**config.mk**
```make
export PLATFORM = sky130hd
export DESIGN_NAME = vdp_host_port_flat
export DESIGN_NICKNAME = d
export VERILOG_FILES = /design/src/rtl/vdp_host_port_if.sv /design/src/rtl/vdp_host_port.sv /design/src/flat_wrapper.sv
export SDC_FILE = /design/constraint.sdc
export NUM_CORES = 1
export LEC_CHECK = 0
export ABC_AREA = 0
export CAP_MARGIN = 20
export CORE_UTILIZATION = 40
export CTS_CLUSTER_SIZE = 25
export DETAILED_ROUTE_END_ITERATION = 8
export MAX_ROUTING_LAYER = met4
export SKIP_CTS_REPAIR_TIMING = 1
export SYNTH_ARGS = -nofsm -noshare
export SYNTH_HDL_FRONTEND = slang
export SYNTH_SLANG_ARGS = --single-unit
```
**constraint.sdc**
```tcl
create_clock -name dot_clk -period 3.1 [get_ports dot_clk]
set_clock_uncertainty 0.15 [all_clocks]
set_input_delay 0.62 -clock dot_clk [delete_from_list [all_inputs] [get_ports dot_clk]]
set_output_delay 0.62 -clock dot_clk [all_outputs]
set_load 0.01 [all_outputs]
```
**src/rtl/vdp_host_port_if.sv**
```systemverilog
// Host-side register bus and name-RAM write stream of the VDP host port.
// The slave modport is the port block; the master side is the CPU plus
// the name-RAM write port.
interface vdp_host_port_if;
    logic        cpu_cs;
    logic        cpu_we;
    logic [1:0]  cpu_addr;
    logic [7:0]  cpu_wdata;
    logic [7:0]  cpu_rdata;
    logic        wr_valid;
    logic        wr_ready;
    logic [11:0] wr_addr;
    logic [15:0] wr_data;

    modport slave (
        input  cpu_cs,
        input  cpu_we,
        input  cpu_addr,
        input  cpu_wdata,
        output cpu_rdata,
        output wr_valid,
        input  wr_ready,
        output wr_addr,
        output wr_data
    );

    modport master (
        output cpu_cs,
        output cpu_we,
        output cpu_addr,
        output cpu_wdata,
        input  cpu_rdata,
        input  wr_valid,
        output wr_ready,
        input  wr_addr,
        input  wr_data
    );
endinterface

```
**src/rtl/vdp_host_port.sv**
```systemverilog
// VDP host port: CPU-visible pointer/attribute registers feeding a small
// write queue that drains into the name RAM with a valid/ready handshake.
module vdp_host_port #(
    parameter int unsigned DEPTH = 4
) (
    input  logic            dot_clk,
    input  logic            reset,
    vdp_host_port_if.slave  bus
);
    localparam int unsigned AW = (DEPTH > 1) ? $clog2(DEPTH) : 1;
    localparam int unsigned LW = AW + 1;
    localparam logic [LW-1:0] FULL_LVL = LW'(DEPTH);

    logic [11:0]   ptr;
    logic          inc_mode;
    logic [7:0]    attr_latch;
    logic          ovf;

    logic [11:0]   addr_mem [DEPTH];
    logic [15:0]   data_mem [DEPTH];
    logic [AW-1:0] head;
    logic [AW-1:0] tail;
    logic [LW-1:0] level;

    logic          empty;
    logic          full;
    logic          wr_access;
    logic          rd_access;
    logic          push_req;
    logic          push_ok;
    logic          pop;
    logic [11:0]   ptr_step;

    // Access decode and queue status; cpu_cs is masked while reset is high.
    always_comb begin
        empty     = (level == '0);
        full      = (level == FULL_LVL);
        wr_access = bus.cpu_cs & bus.cpu_we & ~reset;
        rd_access = bus.cpu_cs & ~bus.cpu_we & ~reset;
        push_req  = wr_access & (bus.cpu_addr == 2'd3);
        // Fullness is judged before any same-cycle pop frees a slot.
        push_ok   = push_req & ~full;
        pop       = ~empty & bus.wr_ready;
        ptr_step  = inc_mode ? 12'd64 : 12'd1;
    end

    // Pointer, increment mode and attribute latch registers.
    always_ff @(posedge dot_clk) begin
        if (reset) begin
            ptr        <= '0;
            inc_mode   <= 1'b0;
            attr_latch <= '0;
        end else if (wr_access) begin
            case (bus.cpu_addr)
                2'd0: ptr[7:0] <= bus.cpu_wdata;
                2'd1: begin
                    ptr[11:8] <= bus.cpu_wdata[3:0];
                    inc_mode  <= bus.cpu_wdata[7];
                end
                2'd2: attr_latch <= bus.cpu_wdata;
                default: begin
                    if (!full) ptr <= ptr + ptr_step;
                end
            endcase
        end
    end

    // Queue head/tail pointers and fill level.
    always_ff @(posedge dot_clk) begin
        if (reset) begin
            head  <= '0;
            tail  <= '0;
            level <= '0;
        end else begin
            if (push_ok) tail <= tail + 1'b1;
            if (pop)     head <= head + 1'b1;
            case ({push_ok, pop})
                2'b10:   level <= level + 1'b1;
                2'b01:   level <= level - 1'b1;
                default: level <= level;
            endcase
        end
    end

    // Queue storage; entries capture address and data at push time.
    always_ff @(posedge dot_clk) begin
        if (push_ok) begin
            addr_mem[tail] <= ptr;
            data_mem[tail] <= {bus.cpu_wdata, attr_latch};
        end
    end

    // Sticky overflow flag; a same-cycle overflow beats the read-clear.
    always_ff @(posedge dot_clk) begin
        if (reset) begin
            ovf <= 1'b0;
        end else if (push_req && full) begin
            ovf <= 1'b1;
        end else if (rd_access && bus.cpu_addr == 2'd0) begin
            ovf <= 1'b0;
        end
    end

    // Registered read data, held between reads.
    always_ff @(posedge dot_clk) begin
        if (reset) begin
            bus.cpu_rdata <= '0;
        end else if (rd_access) begin
            case (bus.cpu_addr)
                2'd0:    bus.cpu_rdata <= {5'b0, ovf, full, empty};
                2'd1:    bus.cpu_rdata <= 8'(level);
                2'd2:    bus.cpu_rdata <= ptr[7:0];
                default: bus.cpu_rdata <= {inc_mode, 3'b0, ptr[11:8]};
            endcase
        end
    end

    // Head of queue drives the name-RAM write port.
    always_comb begin
        bus.wr_valid = ~empty;
        bus.wr_addr  = addr_mem[head];
        bus.wr_data  = data_mem[head];
    end
endmodule

```
**src/flat_wrapper.sv**
```systemverilog
// flat-port wrapper written by rule: the top's interface ports become plain ports
module vdp_host_port_flat 
#(
    parameter int unsigned DEPTH = 4
)
  (dot_clk, reset, bus_cpu_cs, bus_cpu_we, bus_cpu_addr, bus_cpu_wdata, bus_cpu_rdata, bus_wr_valid, bus_wr_ready, bus_wr_addr, bus_wr_data);
  vdp_host_port_if bus_i ();
  input  logic dot_clk;
  input  logic reset;
  input wire logic [$bits(bus_i.cpu_cs)-1:0] bus_cpu_cs;
  input wire logic [$bits(bus_i.cpu_we)-1:0] bus_cpu_we;
  input wire logic [$bits(bus_i.cpu_addr)-1:0] bus_cpu_addr;
  input wire logic [$bits(bus_i.cpu_wdata)-1:0] bus_cpu_wdata;
  output wire logic [$bits(bus_i.cpu_rdata)-1:0] bus_cpu_rdata;
  output wire logic [$bits(bus_i.wr_valid)-1:0] bus_wr_valid;
  input wire logic [$bits(bus_i.wr_ready)-1:0] bus_wr_ready;
  output wire logic [$bits(bus_i.wr_addr)-1:0] bus_wr_addr;
  output wire logic [$bits(bus_i.wr_data)-1:0] bus_wr_data;
  assign bus_i.cpu_cs = bus_cpu_cs;
  assign bus_i.cpu_we = bus_cpu_we;
  assign bus_i.cpu_addr = bus_cpu_addr;
  assign bus_i.cpu_wdata = bus_cpu_wdata;
  assign bus_cpu_rdata = bus_i.cpu_rdata;
  assign bus_wr_valid = bus_i.wr_valid;
  assign bus_i.wr_ready = bus_wr_ready;
  assign bus_wr_addr = bus_i.wr_addr;
  assign bus_wr_data = bus_i.wr_data;
  vdp_host_port #(.DEPTH(DEPTH)) u_core (.dot_clk(dot_clk), .reset(reset), .bus(bus_i));
endmodule
```
==> results of run 1 <==
-- power by group through the flow --
stage               clock network, uW  logic, uW  registers [uW]
floorplan                           0        114            2230
global placement                    0        206            2240
detailed placement                  0        208            2240
CTS                              2130        210            2190
global route                     2200        225            2200
finish                           2080        206            2190
-- registers in the layout, indices dropped and copies added, names as in the netlist, named ones only --
register	cells
u_core.inc_mode	1
u_core.head	2
u_core.bus.cpu_rdata	8
u_core.tail	2
u_core.addr_mem	48
u_core.ptr	12
u_core.level	3
u_core.data_mem	64
u_core.ovf	1
u_core.attr_latch	8
-- cell families after synthesis --
group / count (synthesis) / share of synthesized area [%]
muxes: 33 / 11.0
and+or+nand+nor: 106 / 8.00
DFF: 151 / 67.3
buffers and inverters: 39 / 2.64
adders and majority gates: 14 / 2.97
xor gates and xnor gates: 5 / 0.711
AOI/OAI and AO/OA: 67 / 7.37
-- critical path: cells and delay by family (launching register included) --
| family | cells | cell delay (ps) |
|---|---|---|
| buffers and inverters | 2 | 760 |
| muxes | 1 | 520 |
| DFF | 1 | 500 |
-- synth_stat cells (7+ instances only) --
master	count	share of area [%]
nand3_1	10	0.81
dfxtp_1	39	13
clkbuf_1	12	0.73
mux4_2	28	10
o21ai_0	19	1.5
nand2_1	48	2.9
a21oi_1	18	1.5
buf_2	7	0.57
inv_1	14	0.85
ha_1	13	2.6
nor2_1	19	1.2
edfxtp_1	112	55
-- final cells by class --
type / instances / area [um^2]
Timing Repair Buffer: 69 / 708
Tap cell: 184 / 230
Multi-Input combinational cell: 225 / 1850
Sequential cell: 151 / 4150
Clock buffer: 23 / 499
Fill cell: 1230 / 7150
Clock inverter: 9 / 114
Inverter: 14 / 52.6
-- metal layers --
layer / routed length [um] / up-vias / global-route usage [%]
li1: - / 1708 / -
met1: 5620 / 1811 / 22.4
met2: 6070 / 125 / 26.8
met3: 613 / 15 / 4.21
met4: 187 / 0 / 7.02
met5: 0 / - / -
-- stage by stage --
stage | hold WS (ps) | std cells | setup slack [ps] | utilization, % | area, um^2
after floorplan | 281 | 415 | 299 | - | 6160
after global placement | 297 | 643 | 100 | 47.4 | 6990
after detailed placement | 297 | 643 | 13.7 | 47.4 | 6990
after CTS | 306 | 675 | 54.8 | 51.5 | 7600
after global routing | 334 | 675 | 4.36 | 51.5 | 7600
final | 308 | 675 | 131 | 51.5 | 7600
-- path summary, 6_finish.rpt --
kind                        start              end  slack, ps  cells past startpoint
hold / removal         u_core.ovf       u_core.ovf        310                      2
setup / recovery             flop   bus_wr_data[7]        130                      3
setup reg to reg  u_core.level[2]  u_core.level[2]        470                      9
hold reg to reg        u_core.ovf       u_core.ovf        310                      2
==> flow_summary.json, run 1 <==
{
  "power_density_nw_per_um2": 589,
  "final_hold_viol_count": 0,
  "sw_frac_of_total_pct": 20.1,
  "min_path_type": "reg2reg",
  "finalPower_uw": 4480,
  "clock_power_share_pct": 46.4,
  "path_class": "reg2out",
  "synth_seq_area_share_pct": 67.3,
  "irDropWorstVdd_uv": 420,
  "ys_ff_latch": 151,
  "grt_use_total_pct": 17.5,
  "die-area_um2": 15900,
  "numPortBuffers": 51,
  "layout_min_cycle_time_ps": 2970,
  "grt_pass1_vias": 3664,
  "final.setup.tns_ps": 0,
  "fmaxAchievable_mhz": 337,
  "die_y_um": 126,
  "fp.coreArea_um2": 14800,
  "arrival_ps": 2200,
  "layout-drive-gt1-share_pct": 16.5,
  "critical_path.max_stage_delay_ps": 520,
  "final_common_cell": "edfxtp_1",
  "syn_avg_cell_area_um2": 14.8,
  "pwr-share-comb_pct": 4.6,
  "slowest_stage": "mux4_2",
  "rsz0062_at_grt": "false",
  "postRouteWirelength_mm": 12.5,
  "clkTransAtPathRegs_ps": 60,
  "cts_buffer_depth": 2,
  "antenna_found_initial": 0,
  "boundaryPins": 52,
  "drv_cap": 0,
  "slew_viol_final": 0,
  "ant_nets": 0,
  "endpoint_kind": "primary output",
  "grt_first_pass_wirelength_mm": 20.0,
  "drt-vias-per-instance": 5.42,
  "startpoint_type": "flop",
  "relSlewSlack_pct": 60.9,
  "clk_latency_ps": 410,
  "areaGrowthSynthToFinish_pct": 23.4,
  "seq_power_share_pct": 49.0,
  "drtIter0Drc": 334,
  "cts_root_buf": "clkbuf_16",
  "cp_cell_sequence": "buf_4, mux4_2, clkdlybuf4s50_1",
  "grt_max_degree": 29,
  "p_int_uw": 3580,
  "cp_max_fo": 8,
  "status": "finished, final reports clean",
  "synth.distinct_cells": 49,
  "crit_required_ps": 2330,
  "start_util_pct": 41.8,
  "cts_tree": "done",
  "worstMarginPinSlew_ps": 586,
  "netlist_area_um2": 6160,
  "cts_htree_levels": 4,
  "yosys_warnings": 0,
  "post-route-period-util_pct": 95.8,
  "vias": 3659,
  "ys.flop_type": "edfxtp_1",
  "dr.pass1.iters": 5,
  "synthCells": 415,
  "route.detailed.drc": 0,
  "most-common-layout-cells": "edfxtp_1 (112), clkdlybuf4s50_1 (51), nand2_1 (48), dfxtp_1 (38), mux4_2 (28)",
  "rows": 44,
  "wl_per_cell_um": 18.5,
  "cts_inserted_buffers": 17,
  "antenna_cells": 0,
  "die_x_um": 126,
  "power.net_switching_uw": 902,
  "cellLeakagePower_uw": 0.00251,
  "clock-sinks": 151,
  "setup_viol": 0,
  "hpwl_mm": 7.75,
  "async_flop_share_pct": 0,
  "place_congestion": 0.836,
  "grt_overflow": 0,
  "synth_nets": 444,
  "synth_edf_count": 112,
  "nets": 507
}
Note: power is estimated with default switching activity, not from simulation.
==> run 2, diff against run 1 <==
--- a/config.mk
+++ b/config.mk
@@ -7,9 +7,11 @@
 export LEC_CHECK = 0
 export ABC_AREA = 0
 export CAP_MARGIN = 20
-export CORE_UTILIZATION = 40
+export CORE_MARGIN = 1.5
+export CORE_UTILIZATION = 47
 export CTS_CLUSTER_SIZE = 25
 export DETAILED_ROUTE_END_ITERATION = 8
+export DONT_BUFFER_PORTS = 1
 export MAX_ROUTING_LAYER = met4
 export SKIP_CTS_REPAIR_TIMING = 1
 export SYNTH_ARGS = -nofsm -noshare
==> run 2 against run 1 <==
Sequential power is essentially flat. Die area shrank 13%. Via count shrank 6.6%. Highest routed layer unchanged.
==> flow_summary.json, run 2 (same netlist as run 1, synthesis figures left out) <==
{
  "status": "finished, final reports clean",
  "cp-startpoint": "u_core.level[2]",
  "fmaxAchievable_mhz": 368,
  "final.setup.tns_ps": 0,
  "cellLeakagePower_uw": 0.00228,
  "grt_first_pass_wirelength_mm": 19.6,
  "setup_ws_ps": 385,
  "layout_min_cycle_time_ps": 2720,
  "clk_latency_ps": 420,
  "fin_hold_ws_ps": 119,
  "antenna_found_initial": 0,
  "slew_viol_final": 0,
  "cts_tree": "done",
  "largest_reg_flops": 64,
  "final_hold_viol_count": 0,
  "route.detailed.drc": 0,
  "hpwl_mm": 7.38,
  "clkTransAtPathRegs_ps": 60,
  "arrival_ps": 2910,
  "antenna_cells": 0,
  "grt_overflow": 0,
  "clock-sinks": 151,
  "dp_slack_ps": 410,
  "relSlewSlack_pct": 55.5,
  "vias": 3416,
  "most-common-layout-cells": "edfxtp_1 (112), nand2_1 (48), dfxtp_1 (38), mux4_2 (28)",
  "irDropWorstVdd_uv": 256,
  "cts_htree_levels": 4,
  "start_util_pct": 48.4,
  "rsz0062_at_grt": "false",
  "critical_path.max_stage_delay_ps": 420,
  "boundaryPins": 52,
  "numPortBuffers": 0,
  "postRouteWirelength_mm": 12.0,
  "top_register": "u_core.data_mem",
  "r2r_start": "u_core.level[2]",
  "dr.pass1.iters": 6,
  "worstMarginPinSlew_ps": 665,
  "min_path_type": "in2reg",
  "wl_per_cell_um": 19.9,
  "power_density_nw_per_um2": 640,
  "place_congestion": 0.881,
  "nets": 448,
  "die_x_um": 117,
  "drtIter0Drc": 217,
  "rows": 41,
  "cp_max_fo": 7,
  "grt_max_degree": 30,
  "slowest_stage": "dfxtp_1",
  "die-area_um2": 13800,
  "reg_top3": "u_core.data_mem: 64 flops, u_core.addr_mem: 48 flops, u_core.ptr: 12 flops",
  "endpoint_kind": "flop",
  "path_common_cell": "inv_1",
  "drv_cap": 0,
  "post-route-period-util_pct": 87.6,
  "fp.coreArea_um2": 12700,
  "ant_nets": 0,
  "crit_required_ps": 3290,
  "grt_pass1_vias": 3498,
  "areaGrowthSynthToFinish_pct": 13.3,
  "layout-drive-gt1-share_pct": 16.7,
  "cts_inserted_buffers": 17,
  "setup_viol": 0,
  "final_common_cell": "edfxtp_1",
  "cts_buffer_depth": 2,
  "startpoint_type": "flop",
  "die_y_um": 117,
  "hp-start": "reset",
  "grt_use_total_pct": 19.4,
  "nFillCells": 1094,
  "drt-vias-per-instance": 5.66,
  "cp_cell_sequence": "or3b_1, and3_1, inv_1, ha_1, inv_1, fa_1, xor2_1, or3_2, a21oi_1",
  "finalPower_uw": 4470,
  "cts_root_buf": "clkbuf_16",
  "path_class": "reg2reg"
}
run 2: area by class of cell:
| cell class | instances | area (um^2) | area share (%) |
|---|---|---|---|
| flip-flops and latches | 151 | 4150 | 59.4 |
| multi-input cells | 225 | 1850 | 26.6 |
| clock buffers | 22 | 474 | 6.80 |
| well taps | 172 | 215 | 3.08 |
| clock inverters | 10 | 149 | 2.13 |
| repair buffers | 10 | 87.6 | 1.26 |
| inverters | 14 | 52.6 | 0.753 |
run 2: final timing paths:
check                         end  cells after the start  slack (ps)
hold / removal         u_core.ovf                      1         120
setup reg to reg  u_core.level[2]                      9         380
setup / recovery  u_core.level[2]                      9         380
hold reg to reg        u_core.ovf                      2         310
run 2: worst max-delay path, delay by kind of cell (launching register included):
family / cells / cell delay, ps
and+or+nand+nor: 3 / 1060
adders and majority gates: 2 / 560
DFF: 1 / 420
xor gates and xnor gates: 1 / 160
AOI/OAI and AO/OA: 1 / 150
buffers and inverters: 2 / 140
run 2: layer usage:
metal,track usage (%),up-vias,share of wire [%]
li1,-,1591,-
met1,24.4,1704,42
met2,30.6,108,50
met3,4.60,13,6.1
met4,7.70,0,1.5
met5,-,-,0
run 2: per-stage QoR:
| stage | cell area [um^2] | util (%) | cells |
|---|---|---|---|
| global placement | 6350 | 50.0 | 572 |
| finish | 6980 | 54.8 | 604 |
| global route | 6980 | 54.8 | 604 |
| floorplan | 6160 | - | 415 |
| CTS | 6980 | 54.8 | 604 |
| detailed placement | 6350 | 50.0 | 572 |
run 2: where the power goes:
group          internal, uW  switching, uW  total (uW)
combinational          56.2           78.7         135
clock                  1400            738        2140
sequential             2170           19.1        2190
total                  3630            836        4470
